## config.mk

```make
export PLATFORM = sky130hd
export DESIGN_NAME = if_id_skid_buffer
export DESIGN_NICKNAME = d
export VERILOG_FILES = /design/src/rtl/pipeline_pkg.sv /design/src/rtl/sat_counter.sv /design/src/rtl/if_id_skid_buffer.sv
export SDC_FILE = /design/constraint.sdc
export NUM_CORES = 1
export LEC_CHECK = 0
export ABC_AREA = 1
export ABC_CLOCK_PERIOD_IN_PS = 1600
export CORE_ASPECT_RATIO = 0.5
export CORE_MARGIN = 10
export CORE_UTILIZATION = 37
export DETAILED_ROUTE_END_ITERATION = 8
export HOLD_SLACK_MARGIN = 0.03
export PLACE_DENSITY = 0.59
export SYNTH_ARGS = -nofsm -noshare
export SYNTH_HDL_FRONTEND = slang
export SYNTH_SLANG_ARGS = --single-unit
```

## constraint.sdc

```tcl
create_clock -name i_clk -period 1.6 [get_ports i_clk]
set_input_delay 0.16 -clock i_clk [delete_from_list [all_inputs] [get_ports i_clk]]
set_output_delay 0.16 -clock i_clk [all_outputs]
set_load 0.005 [all_outputs]
```

## src/rtl/pipeline_pkg.sv

```systemverilog
// Shared IF/ID pipeline definitions: default widths, the NOP bubble word, FSM state encoding and beat layout.
package pipeline_pkg;

  localparam int PC_W_DEF    = 32;
  localparam int INSTR_W_DEF = 32;

  // sll $0,$0,0 encodes as all zeros
  localparam logic [31:0] NOP_WORD_DEF = 32'h0000_0000;

  localparam logic [1:0] ST_EMPTY = 2'd0;
  localparam logic [1:0] ST_ONE   = 2'd1;
  localparam logic [1:0] ST_TWO   = 2'd2;

  typedef enum logic [1:0] {
    EMPTY = ST_EMPTY,
    ONE   = ST_ONE,
    TWO   = ST_TWO
  } ifid_state_t;

  typedef struct packed {
    logic [PC_W_DEF-1:0]    pc;
    logic [INSTR_W_DEF-1:0] instr;
  } ifid_beat_t;

  function automatic logic [PC_W_DEF-1:0] pc_plus4(input logic [PC_W_DEF-1:0] pc);
    return pc + PC_W_DEF'(4);
  endfunction

endpackage

```

## src/rtl/sat_counter.sv

```systemverilog
// Saturating up-counter with enable and asynchronous active-low clear; sticks at all-ones.
module sat_counter #(
  parameter int W = 16
) (
  input  logic         i_clk,
  input  logic         i_clr_n,
  input  logic         i_en,
  output logic [W-1:0] o_count
);

  logic [W-1:0] r_count;
  logic         w_full;

  assign w_full = &r_count;

  always_ff @(posedge i_clk or negedge i_clr_n) begin
    if (!i_clr_n) begin
      r_count <= '0;
    end else if (i_en && !w_full) begin
      r_count <= r_count + W'(1);
    end
  end

  assign o_count = r_count;

endmodule

```

## src/rtl/if_id_skid_buffer.sv

```systemverilog
// IF/ID pipeline register as a 2-entry skid buffer with flush and NOP bubbles.
// Define IFID_PERF_EN to add the saturating stall/flush performance counters.
module if_id_skid_buffer
  import pipeline_pkg::*;
#(
  parameter int                 PC_W     = PC_W_DEF,
  parameter int                 INSTR_W  = INSTR_W_DEF,
  parameter logic [INSTR_W-1:0] NOP_WORD = INSTR_W'(NOP_WORD_DEF)
) (
  input  logic               i_clk,
  input  logic               i_rst_n,
  input  logic               i_in_valid,
  output logic               o_in_ready,
  input  logic [PC_W-1:0]    i_in_pc,
  input  logic [INSTR_W-1:0] i_in_instr,
  input  logic               i_flush,
  output logic               o_out_valid,
  input  logic               i_out_ready,
  output logic [PC_W-1:0]    o_out_pc,
  output logic [PC_W-1:0]    o_out_pc4,
  output logic [INSTR_W-1:0] o_out_instr
`ifdef IFID_PERF_EN
  ,
  output logic [31:0]        o_stall_cnt,
  output logic [15:0]        o_flush_cnt
`endif
);

  typedef struct packed {
    logic [PC_W-1:0]    pc;
    logic [INSTR_W-1:0] instr;
  } beat_t;

  ifid_state_t r_state;
  ifid_state_t w_state_next;
  beat_t       r_main;
  beat_t       w_main_next;
  beat_t       r_skid;
  beat_t       w_skid_next;
  beat_t       w_in_beat;
  logic        r_in_ready;
  logic        r_out_valid;
  logic        w_in_fire;
  logic        w_out_fire;

  assign w_in_beat  = '{pc: i_in_pc, instr: i_in_instr};
  assign w_in_fire  = i_in_valid & r_in_ready;
  assign w_out_fire = r_out_valid & i_out_ready;

  // main is the slot presented to decode, skid catches the beat accepted while main is stalled
  always_comb begin
    w_state_next = r_state;
    w_main_next  = r_main;
    w_skid_next  = r_skid;
    case (r_state)
      EMPTY: begin
        if (w_in_fire) begin
          w_main_next  = w_in_beat;
          w_state_next = ONE;
        end
      end
      ONE: begin
        if (w_in_fire && w_out_fire) begin
          w_main_next = w_in_beat;
        end else if (w_in_fire) begin
          w_skid_next  = w_in_beat;
          w_state_next = TWO;
        end else if (w_out_fire) begin
          w_state_next = EMPTY;
        end
      end
      TWO: begin
        if (w_out_fire) begin
          w_main_next  = r_skid;
          w_state_next = ONE;
        end
      end
      default: begin
        w_state_next = EMPTY;
      end
    endcase
    // Redirect discards everything, including a beat accepted on the same edge
    if (i_flush) begin
      w_state_next = EMPTY;
    end
  end

  // Handshake flags are registered from the next state so in_ready never sees out_ready combinationally
  always_ff @(posedge i_clk or negedge i_rst_n) begin
    if (!i_rst_n) begin
      r_state     <= EMPTY;
      r_main      <= '0;
      r_skid      <= '0;
      r_in_ready  <= 1'b1;
      r_out_valid <= 1'b0;
    end else begin
      r_state     <= w_state_next;
      r_main      <= w_main_next;
      r_skid      <= w_skid_next;
      r_in_ready  <= (w_state_next != TWO);
      r_out_valid <= (w_state_next != EMPTY);
    end
  end

  assign o_in_ready  = r_in_ready;
  assign o_out_valid = r_out_valid;
  assign o_out_pc    = r_main.pc;
  assign o_out_pc4   = r_main.pc + PC_W'(4);
  assign o_out_instr = r_out_valid ? r_main.instr : NOP_WORD;

`ifdef IFID_PERF_EN
  sat_counter #(.W(32)) u_stall_cnt (
    .i_clk   (i_clk),
    .i_clr_n (i_rst_n),
    .i_en    (i_in_valid & ~r_in_ready),
    .o_count (o_stall_cnt)
  );

  sat_counter #(.W(16)) u_flush_cnt (
    .i_clk   (i_clk),
    .i_clr_n (i_rst_n),
    .i_en    (i_flush),
    .o_count (o_flush_cnt)
  );
`endif

endmodule

```

=== Word level (Yosys, flattened, before mapping) ===
Cells that the tools add are included.

* Flip-flop bits (word level): 132
* Bits in latches: 0
* Memory bits (writable): 0
* ROM bits: 0
* Input port bits: 69
* Output and inout bits: 98
* Word-level logic and storage cells: 35
* Memories kept: 0

* Add/sub/neg operators: 1
* Multipliers: 0
* Divide/modulo/power cells: 0
* Order comparisons: 0
* Equal/unequal tests: 6
* Shift operators: 0
* Mux-type cells: 12
* Bitwise operators: 3
* Reductions and logical operators: 6

{| class="wikitable"
|+ Operator list
! operator !! number
|-
| two-way mux 64 bit || 3
|-
| case mux 64 bit (3 select lines) || 1
|-
| adder 32 x 3 -> 32 bit (second input constant) || 1
|-
| two-way mux 32 bit || 1
|-
| two-way mux 2 bit || 6
|-
| != test 2 bit (second input constant) || 4
|-
| case mux 2 bit (3 select lines) || 1
|-
| AND reduction 4 bit || 1
|-
| AND reduction 3 bit || 1
|-
| nonzero test 3 bit || 1
|-
| AND 1 bit || 2
|-
| equality test 2 x 1 -> 1 bit (second input constant) || 1
|-
| equality test 2 bit (second input constant) || 1
|-
| zero test 2 bit || 1
|-
| nonzero test 2 bit || 1
|-
| logical AND 1 bit || 1
|-
| inverter 1 bit || 1
|}

=== Depth between registers and ports, before layout ===
* Word-level depth: 7
* Mapped depth: 8
* Mapped depth without buffers: 8

=== Worst setup path before layout ===
No wires, ideal clock.

* Path type: register to output
* Start: register r_main (netlist bit o_out_pc[3])
* End: output o_out_pc4[12]
* Arrival time: 1211 ps
* Required time: 1440 ps
* Path slack: 229 ps
* Stages on the path, launching flop included: 7
* Buffers on the path: 0
* Cells stage by stage: dfrtp_1 ha_1 nand2_1 nor2_1 nand2_1 nor2_2 xor2_1

* Cells in the longest elaborated chain, start to end: 1

{| class="wikitable"
|+ Ends and longest elaborated chain
! element !! RTL line !! text
|-
| from (decl) || if_id_skid_buffer.sv:36 || <nowiki>beat_t r_main;</nowiki>
|-
| from (signal assigned) || if_id_skid_buffer.sv:98 || <nowiki>r_main <= w_main_next;</nowiki>
|-
| adder 32 x 3 -> 32 bit || if_id_skid_buffer.sv:108 || <nowiki>assign o_out_pc4 = r_main.pc + PC_W'(4);</nowiki>
|-
| to (decl) || if_id_skid_buffer.sv:20 || <nowiki>output logic [PC_W-1:0] o_out_pc4,</nowiki>
|}

No other way between the ends.

=== Worst setup path in the final report ===
* Start: register r_main (netlist bit o_out_pc[7])
* End: output o_out_pc4[12]

The elaborated chain is that of the path after synthesis.

==> results.toml <==
[outcome]
status = "finished, violations left"
failed_checks = "negative setup slack"

[power]
switching_power_uw = 7510
power-per-cell-area_nw_per_um2 = 1820
swShare_pct = 37.5
p_seq_share_pct = 29.4
p_leak_uw = 0.00586
internal_power_uw = 12500
ir_drop_mv = 0.776
pwr-share-comb_pct = 50.3
p_clk_share_pct = 20.3

[place]
io_buffers = 166
routabilityCongestion = 0.811
hpwl_microns = 14700
place_ws_ns = -0.514
placed_area_sq_um = 9120

[timing]
rsz0062_at_grt = "true"
hold_violations = 0
period_share_pct = 133
slew_headroom_pct = 72.6
worst_slack_ns = -0.523
setup_viol = 27
fin_skew_ns = 0.00856
fmax_ghz = 0.471
tightest_slew_ns = 0.411
drv_slew = 0
period_minus_slack_ns = 2.12

[worst_setup_path]
slowest_delay_ns = 0.39
cp.required_ns = 1.44
crit_chain = "buf_4 > nand2_1 > nor2_1 > nand2_2 > buf_6 > nor2_4 > buf_6 > xor2_2 > buf_2"
cp_data_arrival_time_ns = 1.96
cpMostUsedCell = "buf_6"
r2r-end = "r_main[9]"
endpoint = "o_out_pc4[12]"
crit_path_top_delay_cell = "dfrtp_1"
crit_start = "o_out_pc[7]"
reg2reg_depth = 9
regToRegStartpoint = "o_out_valid"
critPathMaxFanout = 4
criticalPathCategory = "register to output port"
rrSetupSlack_ns = 0.01
cp-start-kind = "register"
worst_setup_path_end_kind = "output port"

[route]
via_per_inst = 4.62
totalWireLength_microns = 24200
drtAntennaViolNets = 0
post_drt_wl_per_cell_microns = 16.2
vias = 6891
drt_first_pass_iters = 5
drt_iter0_markers = 443
drcViolationCount = 0

[global_route]
met1_usage_pct = 20.6
grt-ovfl-total = 0
grt_pass1_wl_microns = 34200
grtUsageTotal_pct = 16.9
busiest_layer = "met2"
use_met2_pct = 29.7
grt_max_degree = 70
grt_pass1_vias = 6623
grt.met3_usage_pct = 3.23
antenna_found_initial = 0

[cells_and_area]
multi_input_area_sq_um = 3120
area_growth_pct = 57.2
n_antenna_cell = 0
seqCellArea_sq_um = 3310
layout_common_cells = "267 x nand2_1, 128 x dfrtp_1, 122 x inv_1"
layout_commonest_cell = "nand2_1"
fillerInstances = 1701
drive_gt1_share_pct = 30.1
fin_area_sq_um = 11000
finalNetCount = 1291

[die]
rows = 35
start_util_pct = 37.8
die_y_microns = 117
dieArea_sq_um = 25100
core_sq_um = 18500
num_io_pins = 167
die_w_microns = 214

[cts]
cts_tree = "built"
root_buffer = "clkbuf_16"
clock_latency_ns = 0.42
clockBufferDepth = 2
clk_pin_slew_ns = 0.06
cts.sinks = 132
numCtsBuffers = 17
htreeDepth = 4

[yosys]
postSynthCellCount = 954
yosysUniqueCellTypes = 23
netlist_area_sq_um = 6990
ys_warn_count = 0
synth-seq-cells = 132
avgSynthCellArea_sq_um = 7.33
synth_fp_nets = 1024
ys_seq_area_share_pct = 47.3

[run]
cap_violations = 0

[min_path]
hp-class = "primary input to async pin"
layout make-up:
type / instances / area share (%)
Clock buffer: 20 / 4.16
Clock inverter: 12 / 1.41
Timing Repair Buffer: 327 / 28.4
Sequential cell: 132 / 30.1
Tap cell: 259 / 2.95
Multi-Input combinational cell: 612 / 28.4
Inverter: 131 / 4.54
timing repair:
item | in CTS | in global routing
hold buffers | 1 | 0
pin swaps | 22 | 26
setup endpoints to repair | 87 | 93
endpoints found under the hold margin | 96 | 0
gates cloned | 3 | 14
gates resized for setup | 296 | 189
setup buffers | 58 | 24
synth_stat cells:
library cell | number | area, sq um
nand3_2 | 1 | 10.0
o21ai_1 | 14 | 70.1
a21oi_1 | 31 | 155
inv_2 | 1 | 3.75
nor2_4 | 1 | 11.3
nor2_1 | 72 | 270
nand2_2 | 1 | 6.26
dfstp_2 | 1 | 26.3
buf_2 | 21 | 105
o21ai_2 | 1 | 8.76
xor2_1 | 16 | 140
buf_4 | 41 | 308
inv_1 | 130 | 488
dfrtp_1 | 131 | 3280
clkbuf_2 | 3 | 15.0
ha_1 | 1 | 12.5
nand2_1 | 322 | 1210
buf_6 | 7 | 78.8
nand3b_1 | 1 | 7.51
nand3_1 | 17 | 85.1
nor2_2 | 3 | 18.8
o21ai_0 | 131 | 656
clkbuf_1 | 7 | 26.3
worst min-delay path by stage:
stage	from	end	slack, ns	cells past startpoint
2_1_floorplan	i_rst_n	o_out_pc[0]	-0.14	0
3_3_place_gp	i_rst_n	r_main[7]	0.10	1
3_5_place_dp	i_rst_n	r_main[7]	0.1	1
4_1_cts	i_rst_n	r_main[7]	0.22	2
5_1_grt	i_rst_n	r_skid[4]	0.26	2
6_report	i_rst_n	r_main[7]	0.24	2
power by group through the flow:
stage	clock (uW)	sequential (uW)	combinational (uW)
2_1_floorplan	0	5700	4080
3_3_place_gp	0	5810	7870
3_5_place_dp	0	5860	7990
4_1_cts	4130	5780	8690
5_1_grt	4290	6060	11100
6_report	4070	5880	10100
per-layer routing:
layer	vias to the layer above	share of wire (%)
met5	-	0
met4	0	2.0
met3	35	4.5
met2	185	50
met1	3246	44
li1	3425	-
stage by stage:
step / utilization, % / hold slack [ns] / instances / power, uW / setup TNS (ns)
floorplan: - / -0.136 / 954 / 9780 / 0
global placement: 49.3 / 0.101 / 1373 / 13700 / -7.12
detailed placement: 49.3 / 0.0970 / 1373 / 13900 / -7.94
CTS: 55.6 / 0.217 / 1467 / 18600 / -11.74
global route: 59.4 / 0.263 / 1493 / 21400 / -14.86
finish: 59.4 / 0.244 / 1493 / 20000 / -10.02
state kept, by name, summed over array words and instances, names as in the netlist:
signal and cells:
r_skid 64, o_out_pc 32, r_main 32, o_in_ready 1, o_out_valid 1, r_state 2
cells by family after synthesis:
logic type      after synthesis  synth area share [%]
buf+inv                     210                  14.7
flops                       132                  47.3
fa+ha+maj                     1                 0.179
simple gates                418                  23.1
compound gates              177                  12.7
xor+xnor                     16                  2.00
critical path, delay by kind of cell (launching register included):
family / cells / cell delay, ns
flip-flops: 1 / 0.39
buffers and inverters: 4 / 0.56
XOR/XNOR: 1 / 0.14
AND/OR/NAND/NOR: 4 / 0.46
No activity file was read; power rests on OpenSTA's default activity.
